**src/rtl/cpu_pkg.sv**
```systemverilog
// cpu_pkg: fetch-stage state encoding and default bus widths shared by the fetch unit files
package cpu_pkg;
  localparam int DEF_ADDR_W = 8;
  localparam int DEF_INSTR_W = 24;
  typedef enum logic [1:0] {S_REQ, S_FULL, S_WAIT, S_DRAIN} fetch_state_t;
endpackage

```
**src/rtl/instr_fetch_unit_if.sv**
```systemverilog
// instr_fetch_unit_if: instruction-memory request/valid bus; the fetch unit is master
interface instr_fetch_unit_if
  import cpu_pkg::*;
#(
  parameter int ADDR_W = DEF_ADDR_W,
  parameter int INSTR_W = DEF_INSTR_W
);
  logic mem_req;
  logic [ADDR_W-1:0] mem_addr;
  logic [INSTR_W-1:0] mem_rdata;
  logic mem_valid;
  modport master(output mem_req, mem_addr, input mem_rdata, mem_valid);
  modport slave(input mem_req, mem_addr, output mem_rdata, mem_valid);
endinterface

```
**src/rtl/instr_fetch_unit_fetch_buf.sv**
```systemverilog
// fetch_buf: one-word fetch buffer tagged with its address; hits when the tag matches the PC
module fetch_buf
  import cpu_pkg::*;
#(
  parameter int ADDR_W = DEF_ADDR_W,
  parameter int INSTR_W = DEF_INSTR_W
) (
  input  logic clk,
  input  logic reset,
  input  logic i_load,
  input  logic i_clr,
  input  logic [INSTR_W-1:0] i_data,
  input  logic [ADDR_W-1:0] i_addr,
  input  logic [ADDR_W-1:0] i_pc,
  output logic o_hit,
  output logic [INSTR_W-1:0] o_data,
  output logic [ADDR_W-1:0] o_addr
);
  logic r_valid;
  logic [INSTR_W-1:0] r_data;
  logic [ADDR_W-1:0] r_addr;
  always_ff @(posedge clk) begin
    if (reset) begin
      r_valid <= 1'b0;
      r_data <= '0;
      r_addr <= '0;
    end else if (i_load) begin
      r_valid <= 1'b1;
      r_data <= i_data;
      r_addr <= i_addr;
    end else if (i_clr) begin
      r_valid <= 1'b0;
    end
  end
  assign o_hit = r_valid && r_addr == i_pc;
  assign o_data = r_data;
  assign o_addr = r_addr;
endmodule

```
**src/rtl/instr_fetch_unit.sv**
```systemverilog
// instr_fetch_unit: PC/IR fetch stage with a one-word buffer and stall on IR miss.
// Define INSTR_FETCH_PREFETCH_EN to fetch buf_addr+1 as soon as the buffer is consumed.
module instr_fetch_unit
  import cpu_pkg::*;
#(
  parameter int ADDR_W = DEF_ADDR_W,
  parameter int INSTR_W = DEF_INSTR_W,
  parameter logic [ADDR_W-1:0] RESET_PC = '0
) (
  input  logic clk,
  input  logic reset,
  input  logic PCWrite,
  input  logic IRWrite,
  input  logic [ADDR_W-1:0] pc_next,
  instr_fetch_unit_if.master mem,
  output logic [INSTR_W-1:0] IRout,
  output logic [ADDR_W-1:0] pc,
  output logic ir_valid,
  output logic fetch_stall
);
  fetch_state_t r_state, w_state_n;
  logic [ADDR_W-1:0] r_fetch_addr, r_drain_addr, w_fetch_addr_n, w_buf_addr, w_target;
  logic [INSTR_W-1:0] w_buf_data;
  logic w_hit, w_ir_load, w_has_target, w_flush, w_buf_load, w_buf_clr, w_enter_drain;

  fetch_buf #(.ADDR_W(ADDR_W), .INSTR_W(INSTR_W)) u_buf (
    .clk, .reset,
    .i_load(w_buf_load), .i_clr(w_buf_clr),
    .i_data(mem.mem_rdata), .i_addr(r_fetch_addr), .i_pc(pc),
    .o_hit(w_hit), .o_data(w_buf_data), .o_addr(w_buf_addr)
  );

  assign w_ir_load = IRWrite && w_hit;
  assign fetch_stall = IRWrite && !w_hit;
`ifdef INSTR_FETCH_PREFETCH_EN
  assign w_has_target = 1'b1;
  assign w_target = w_ir_load ? w_buf_addr + ADDR_W'(1) : r_fetch_addr;
`else
  assign w_has_target = !w_ir_load;
  assign w_target = r_fetch_addr;
`endif
  // a PCWrite that leaves the fetch target unchanged is sequential flow, not a flush
  assign w_flush = PCWrite && (!w_has_target || pc_next != w_target);
  assign w_fetch_addr_n = w_flush ? pc_next : w_target;
  assign w_enter_drain = r_state == S_REQ && w_flush && !mem.mem_valid;
  assign w_buf_load = r_state == S_REQ && mem.mem_valid && !w_flush;
  assign w_buf_clr = w_ir_load || w_flush;
  assign mem.mem_req = !reset && (r_state == S_REQ || r_state == S_DRAIN);
  assign mem.mem_addr = r_state == S_DRAIN ? r_drain_addr : r_fetch_addr;

  always_comb begin
    w_state_n = r_state;
    case (r_state)
      S_REQ:   w_state_n = mem.mem_valid ? (w_flush ? S_REQ : S_FULL) : (w_flush ? S_DRAIN : S_REQ);
      S_DRAIN: w_state_n = mem.mem_valid ? S_REQ : S_DRAIN;
      S_FULL:  w_state_n = (w_ir_load && w_has_target) || w_flush ? S_REQ : (w_ir_load ? S_WAIT : S_FULL);
      S_WAIT:  w_state_n = PCWrite ? S_REQ : S_WAIT;
      default: w_state_n = S_REQ;
    endcase
  end

  always_ff @(posedge clk) begin
    if (reset) begin
      r_state <= S_REQ;
      r_fetch_addr <= RESET_PC;
      r_drain_addr <= RESET_PC;
      pc <= RESET_PC;
      IRout <= '0;
      ir_valid <= 1'b0;
    end else begin
      r_state <= w_state_n;
      r_fetch_addr <= w_fetch_addr_n;
      if (w_enter_drain) r_drain_addr <= r_fetch_addr;
      if (PCWrite) pc <= pc_next;
      if (w_ir_load) begin
        IRout <= w_buf_data;
        ir_valid <= 1'b1;
      end
    end
  end
endmodule
```
**src/flat_wrapper.sv**
```systemverilog
// flat-port wrapper written by rule: the top's interface ports become plain ports
module instr_fetch_unit_flat import cpu_pkg::*;
#(
  parameter int ADDR_W = DEF_ADDR_W,
  parameter int INSTR_W = DEF_INSTR_W,
  parameter logic [ADDR_W-1:0] RESET_PC = '0
)
  (clk, reset, PCWrite, IRWrite, pc_next, IRout, pc, ir_valid, fetch_stall, mem_mem_req, mem_mem_addr, mem_mem_rdata, mem_mem_valid);
  instr_fetch_unit_if #(.ADDR_W(ADDR_W), .INSTR_W(INSTR_W)) mem_i ();
  input  logic clk;
  input  logic reset;
  input  logic PCWrite;
  input  logic IRWrite;
  input  logic [ADDR_W-1:0] pc_next;
  output logic [INSTR_W-1:0] IRout;
  output logic [ADDR_W-1:0] pc;
  output logic ir_valid;
  output logic fetch_stall;
  output wire logic [$bits(mem_i.mem_req)-1:0] mem_mem_req;
  output wire logic [$bits(mem_i.mem_addr)-1:0] mem_mem_addr;
  input wire logic [$bits(mem_i.mem_rdata)-1:0] mem_mem_rdata;
  input wire logic [$bits(mem_i.mem_valid)-1:0] mem_mem_valid;
  assign mem_mem_req = mem_i.mem_req;
  assign mem_mem_addr = mem_i.mem_addr;
  assign mem_i.mem_rdata = mem_mem_rdata;
  assign mem_i.mem_valid = mem_mem_valid;
  instr_fetch_unit #(.ADDR_W(ADDR_W), .INSTR_W(INSTR_W), .RESET_PC(RESET_PC)) u_core (.clk(clk), .reset(reset), .PCWrite(PCWrite), .IRWrite(IRWrite), .pc_next(pc_next), .mem(mem_i), .IRout(IRout), .pc(pc), .ir_valid(ir_valid), .fetch_stall(fetch_stall));
endmodule
```
**config.mk**
```make
export PLATFORM = sky130hd
export DESIGN_NAME = instr_fetch_unit_flat
export DESIGN_NICKNAME = d
export VERILOG_FILES = /design/src/rtl/cpu_pkg.sv /design/src/rtl/instr_fetch_unit_if.sv /design/src/rtl/instr_fetch_unit_fetch_buf.sv /design/src/rtl/instr_fetch_unit.sv /design/src/flat_wrapper.sv
export SDC_FILE = /design/constraint.sdc
export NUM_CORES = 1
export LEC_CHECK = 0
export CORE_MARGIN = 3
export CORE_UTILIZATION = 25
export CTS_CLUSTER_DIAMETER = 50
export DETAILED_ROUTE_END_ITERATION = 8
export DONT_BUFFER_PORTS = 1
export SLEW_MARGIN = 20
export SYNTH_ARGS = -nofsm -noshare
export SYNTH_HDL_FRONTEND = slang
export SYNTH_SLANG_ARGS = --single-unit
```
**constraint.sdc**
```tcl
create_clock -name clk -period 4.18 [get_ports clk]
set_clock_uncertainty 0.2 [all_clocks]
set_input_delay 0.836 -clock clk [delete_from_list [all_inputs] [get_ports clk]]
set_output_delay 0.836 -clock clk [all_outputs]
set_load 0.01 [all_outputs]
```
==> key figures, run 1 <==
Route
  – Starting DRT DRC Count: 171
  – Final ANT Viol Nets: 0
  – First-pass DRT Iterations: 4
  – Vias after detailed routing: 2584
  – Routed length per instance: roughly 16 um
  – Number of remaining DRC errors: 0
  – Via-to-Cell Ratio: 4.66
  – Routed WL: 8830 um

STA
  – RSZ-0062 raised after global routing: no
  – Fin Hold WS: 0.273 ns
  – Slew @ Worst Pin: 0.868 ns
  – Post-route minimum period: 2.79 ns
  – Setup TNS Final: 0 ns
  – Fmax: 0.358 GHz
  – Final Cycle Share: 66.8%
  – Slew Limit Fails: 0
  – Slew margin rel.: 42.1%
  – Final setup fails: 0
  – Final hold vios: 0

Min path
  – Worst Hold Class: reg -> reg

Finish
  – Ant. Diodes: 0
  – Register area: 1680 um2
  – Fill count: 1526
  – Final #Nets: 409
  – Area of the multi-input gates: 1950 um2
  – Design area: 4170 um2
  – Commonest non-fill, non-tap cells in the layout: dfxtp_1, nand2b_1, mux2i_1, nor2_1, xnor2_1
  – Layout cell share with drive strength beyond 1: a little over 8%
  – Area delta synth->final: 10.5%
  – Most common cell after layout, fill and taps aside: dfxtp_1

Synthesis
  – Adder-Cell Fraction of Synth Area: 1.99%
  – Ys flop type: dfxtp_1
  – Post-synthesis register bit count: 84
  – Post-Syn Instances: 380
  – Synth Area per Inst: just under 10 um2
  – Top-area cell type share of the netlist area: 44.5%
  – Cell taking the most area after synthesis: dfxtp_1
  – Mux share of post-synthesis cell area: 21.5%
  – Sequential share of the synthesized area: 44.5%
  – Area contributors post-synth: dfxtp_1, mux2i_1, nand2b_1
  – Yosys cell types: 31
  – Main combinational cell family by area after synthesis: multiplexers
  – EDFF count, synth: 0
  – Synth Area in Simple Gates: between 10% and 20%
  – Synth warn: 0
  – Post-synthesis async set-or-reset flop share: 0%
  – Area of the mapped netlist: 3780 um2
  – Xor and xnor area share after synthesis: 3.71%
  – Synthesized Nets: 423
  – Compound-cell area share of the yosys netlist: under 10%

Global routing
  – GR peak layer: met2
  – Grt total ovfl: 0
  – Vias in the first global route: 2707
  – Global-route wire length before repair: 14200 um
  – All-Layer GR Usage: 11.0%
  – Initial antenna violation count: 0
  – Met3 Track Usage GR: 4.77%
  – Largest net degree at the start of global routing: between 100 and 150
  – GR Util met2: 16.7%
  – Routing usage on met1: a little over an eighth

Placement
  – Area after DPL: between 3000 and 4000 um2
  – GP Congestion: 0.781
  – # port buffers: 0
  – DPL Wire Length: just under 6000 um

Clock network
  – Hold Buf Count CTS: 0
  – Post-CTS Setup Inserts: 0
  – H-tree depth: 3
  – TritonCTS buffer count: 9
  – Clock root buffer: clkbuf_16
  – Clock Path Buffers: 2
  – Clock transition at the registers of the reported paths: approximately 0.070 ns
  – Worst-Skew Late Latency: 0.34 ns
  – Resized cells post-CTS: 0
  – CTS tree: built
  – Num Clock Sinks: 84

Pwr
  – PD cells: around 470 nW/um2
  – Worst VDD drop: 195 uV
  – Leak: between 1 and 1.5 nW

Floorplan
  – Total core area: 14600 um2
  – Starting Density: 25.8%
  – Io pins: 80
  – Area of the die: 16600 um2
  – Die Wd: 129 um
  – # rows: 44
  – Die Span Y: 129 um

Worst setup path
  – Worst Setup End Kind: register
  – Worst path slowest cell: or4_1
  – Startpoint Class: register
  – Crit Path Class: reg -> reg
  – Critical path arrival: approximately 2.9 ns
  – Crit-path most repeated cell: nand2_1
  – Crit Path Max Fanout: 11
  – Worst stage delay on the critical path: 0.73 ns
  – CP Cell Sequence: xnor2_1 > nand4_1 > or4_1 > nand2_1 > ha_1 > a21oi_1 > nand2_1 > o31ai_1
  – Critical Path RT: 4.24 ns

Status
  – Status: finished, final reports clean

Run
  – Max-Cap Viols: 0
==> cell type report <==
cell class                      instances  area share, %
Sequential cell                        84           40.3
Clock inverter                          7           1.23
Timing Repair Buffer                    2          0.360
Tap cell                              184           5.52
Clock buffer                            9           5.40
Inverter                                6          0.540
Multi-Input combinational cell        263           46.7
==> where the power goes <==
| group | internal, mW | switching (mW) |
|---|---|---|
| Combinational | 0.138 | 0.162 |
| Clock | 0.405 | 0.338 |
| Sequential | 0.858 | 0.0419 |
==> cell usage after synthesis, types with 5 or more instances <==
master	n
a21oi_1	10
clkbuf_1	16
nor2_1	36
nand3_1	9
buf_2	6
ha_1	6
xnor2_1	16
mux2i_1	72
nand2_1	5
inv_1	6
dfxtp_1	84
mux2_2	8
nand2b_1	73
o211ai_1	8
==> cell families after synthesis <==
group                      Yosys count
AOI/OAI and AO/OA                   26
xor gates and xnor gates            16
adders and majority gates            6
buffers and inverters               33
DFF                                 84
muxes                               80
and+or+nand+nor                    135
==> critical path, delay by kind of cell (launching register included) <==
kind,cells,cell delay (ns)
compound gates,2,0.37
xor+xnor,1,0.27
fa+ha+maj,1,0.26
flops,1,0.37
simple gates,4,1.22
==> flip-flops by register name, summed over array words and instances, names as in the netlist <==
name	cells
u_core.pc	8
u_core.u_buf.o_data	24
u_core.IRout	24
u_core.ir_valid	1
u_core.r_state	2
u_core.u_buf.o_addr	8
u_core.r_fetch_addr	8
u_core.u_buf.r_valid	1
u_core.r_drain_addr	8
==> worst paths after layout <==
path | to | slack, ns | depth (start not counted) | from
max | u_core.r_state[0] | 1.39 | 8 | u_core.pc[4]
min | u_core.u_buf.o_data[21] | 0.27 | 2 | u_core.u_buf.o_data[21]
max reg2reg | u_core.r_state[0] | 1.39 | 8 | u_core.pc[4]
min reg2reg | u_core.u_buf.o_data[21] | 0.27 | 2 | u_core.u_buf.o_data[21]
==> layer usage <==
layer / vias to the layer above / share of wire [%]
met5: - / 0
met4: 0 / 1.6
met3: 13 / 8.8
met2: 82 / 45
met1: 1225 / 44
li1: 1264 / -
==> through the flow <==
step	worst slack, ns	instances	utilization, %	power, mW
after floorplan	1.41	380	-	1.17
after global placement	1.25	539	26.6	1.20
after detailed placement	1.29	539	26.6	1.22
after CTS	1.38	555	28.5	1.98
after global routing	1.21	555	28.5	2.05
final	1.39	555	28.5	1.94
Power figures use the tool's default switching activity.
==> run 2, diff against run 1 <==
==> constraint.sdc (replaced) <==
create_clock -name clk -period 2.5 [get_ports clk]
set_clock_uncertainty 0.2 [all_clocks]
set_input_delay 0.5 -clock clk [delete_from_list [all_inputs] [get_ports clk]]
set_output_delay 0.5 -clock clk [all_outputs]
set_load 0.01 [all_outputs]
==> run 2 against run 1 <==
  * Die area is the same
  * Non-clock buffer count grew 15
  * Combinational power grew 82%
  * Critical endpoint is now mem_mem_addr[7]
  * Highest routed layer unchanged
==> key figures, run 2 (synthesis gave the netlist of run 1 again) <==
Finish
  – Register area: 1680 um2 (about the same)
  – Design area: 4340 um2 (+4.0%)
  – Area of the multi-input gates: 1960 um2 (+0.39%)
  – Ant. Diodes: 0 (unchanged)
  – Layout cell share with drive strength beyond 1: 11.7% (+3.6 points)
  – Commonest non-fill, non-tap cells in the layout: dfxtp_1, nand2b_1, mux2i_1, nor2_1
  – Final #Nets: 424 (+3.7%)
  – Fill count: 1530 (+0.26%)
  – Cell Count, Final, Fillers Out: 570 (+2.7%)
  – Area delta synth->final: 14.9%
  – Most common cell after layout, fill and taps aside: dfxtp_1

Pwr
  – Worst VDD drop: 333 uV (+71%)
  – PnR Total Power: 3.37 mW (+73%)
  – Leak: 1.56 nW (+6.8%)
  – PD cells: 776 nW/um2 (+67%)

Floorplan
  – Io pins: 80 (unchanged)
  – # rows: 44 (unchanged)
  – Area of the die: 16600 um2 (unchanged)
  – Starting Density: 25.8% (unchanged)
  – Total core area: 14600 um2 (unchanged)
  – Die Span Y: 129 um (unchanged)
  – Die Wd: 129 um (unchanged)

STA
  – Final Cycle Share: 95.7%
  – Slew Limit Fails: 0 (unchanged)
  – Slew margin rel.: 61.9% (+20 points)
  – Final WS setup: 0.107 ns (-1.28 ns)
  – Final setup fails: 0 (unchanged)
  – Final hold vios: 0 (unchanged)
  – Setup TNS Final: 0 ns (unchanged)
  – Fmax: around 0.42 GHz
  – Post-route minimum period: 2.39 ns
  – Slew @ Worst Pin: 0.571 ns (-0.297 ns)
  – RSZ-0062 raised after global routing: no

Worst setup path
  – Crit Path Class: reg -> out
  – Critical Path RT: 1.80 ns (-2.44 ns)
  – Worst Setup End Kind: output port
  – CP Cell Sequence: ha_1 > mux2_2
  – Startpoint Class: register
  – Worst stage delay on the critical path: 0.53 ns (-0.20 ns)
  – Critical path arrival: 1.69 ns (-1.16 ns)
  – Worst path slowest cell: ha_1
  – Crit Path Max Fanout: 9 (-2)

Clock network
  – Clock Path Buffers: 2 (unchanged)
  – Clock transition at the registers of the reported paths: 0.06 ns (about the same)
  – H-tree depth: 3 (unchanged)
  – CTS tree: built
  – Clock root buffer: clkbuf_16
  – Worst-Skew Late Latency: 0.34 ns (about the same)
  – Num Clock Sinks: 84 (unchanged)
  – TritonCTS buffer count: 9 (unchanged)

Route
  – Vias after detailed routing: 2608 (+0.93%)
  – Final ANT Viol Nets: 0 (unchanged)
  – Via-to-Cell Ratio: 4.58 (-1.7%)
  – Routed WL: 8920 um (+0.98%)
  – Number of remaining DRC errors: 0 (unchanged)
  – Routed length per instance: 15.6 um (-1.7%)
  – First-pass DRT Iterations: 4 (unchanged)
  – Starting DRT DRC Count: 153 (-11%)

Placement
  – Setup WS pre-CTS: 0.0983 ns (-1.19 ns)
  – Dpl cells: 554 (+2.8%)
  – # port buffers: 0 (unchanged)
  – Area after DPL: 4040 um2 (+3.5%)
  – DPL Wire Length: 6170 um (+4.3%)
  – GP Congestion: 0.797 (+2.1%)

Status
  – Status: finished, final reports clean

Global routing
  – All-Layer GR Usage: 11.2% (+0.16 points)
  – Grt total ovfl: 0 (unchanged)
  – Global-route wire length before repair: 14100 um (-0.63%)
  – Vias in the first global route: 2698 (-0.33%)
  – Initial antenna violation count: 0 (unchanged)
  – Largest net degree at the start of global routing: 119 (unchanged)

Min path
  – Worst Hold Class: in -> reg

Run
  – Max-Cap Viols: 0 (unchanged)
## run 2: cell count changes in the layout (fill, tap and decap cells not counted), sizes merged
cell and delta:
buf +15, bufinv +1, clkbuf +3, clkinvlp -2
inv -2
## run 2: cell type report
type | instances | area share, %
multi-input combinational | 263 | 45.1
tap | 184 | 5.31
sequential | 84 | 38.8
clock inverter | 4 | 1.12
clock buffer | 12 | 5.68
timing repair buffer | 17 | 3.52
inverter | 6 | 0.519
## run 2: worst max-delay path: cells and delay by family (launching register included)
kind / cells / cell delay, ns
adder cells (fa/ha/maj): 1 / 0.53
flip-flops: 1 / 0.36
multiplexers: 1 / 0.46
## run 2: what timing repair did
action	4_1_cts	5_1_grt
hold buffers	0	0
endpoints found under the setup margin	0	1
buffers inserted	0	0
resized for setup	0	2
## run 2: metal layers
layer	vias up	GRT usage (%)	wire, um
li1	1280	-	-
met1	1238	13.1	3740
met2	75	17.5	4240
met3	15	5.19	735
met4	0	4.76	206
met5	-	0	0
## run 2: final timing paths
kind	start	to	slack, ns	cells past startpoint
max	u_core.r_state[0]	mem_mem_addr[7]	0.11	2
min	reset	u_core.IRout[17]	0.03	1
max reg2reg	u_core.r_fetch_addr[5]	u_core.r_state[0]	0.17	9
min reg2reg	u_core.r_drain_addr[7]	u_core.r_drain_addr[7]	0.27	2
## run 2: stage by stage
step / hold slack (ns) / utilization, %
after floorplan: 0.245 / -
after global placement: 0.254 / 27.6
after detailed placement: 0.260 / 27.6
after CTS: 0.00920 / 29.6
after global routing: 0.0125 / 29.6
final: 0.0337 / 29.6
## run 2: power by group
part | switching [mW] | internal (mW)
combinational | 0.279 | 0.266
clock | 0.522 | 0.800
sequential | 0.0646 | 1.43
total | 0.866 | 2.50
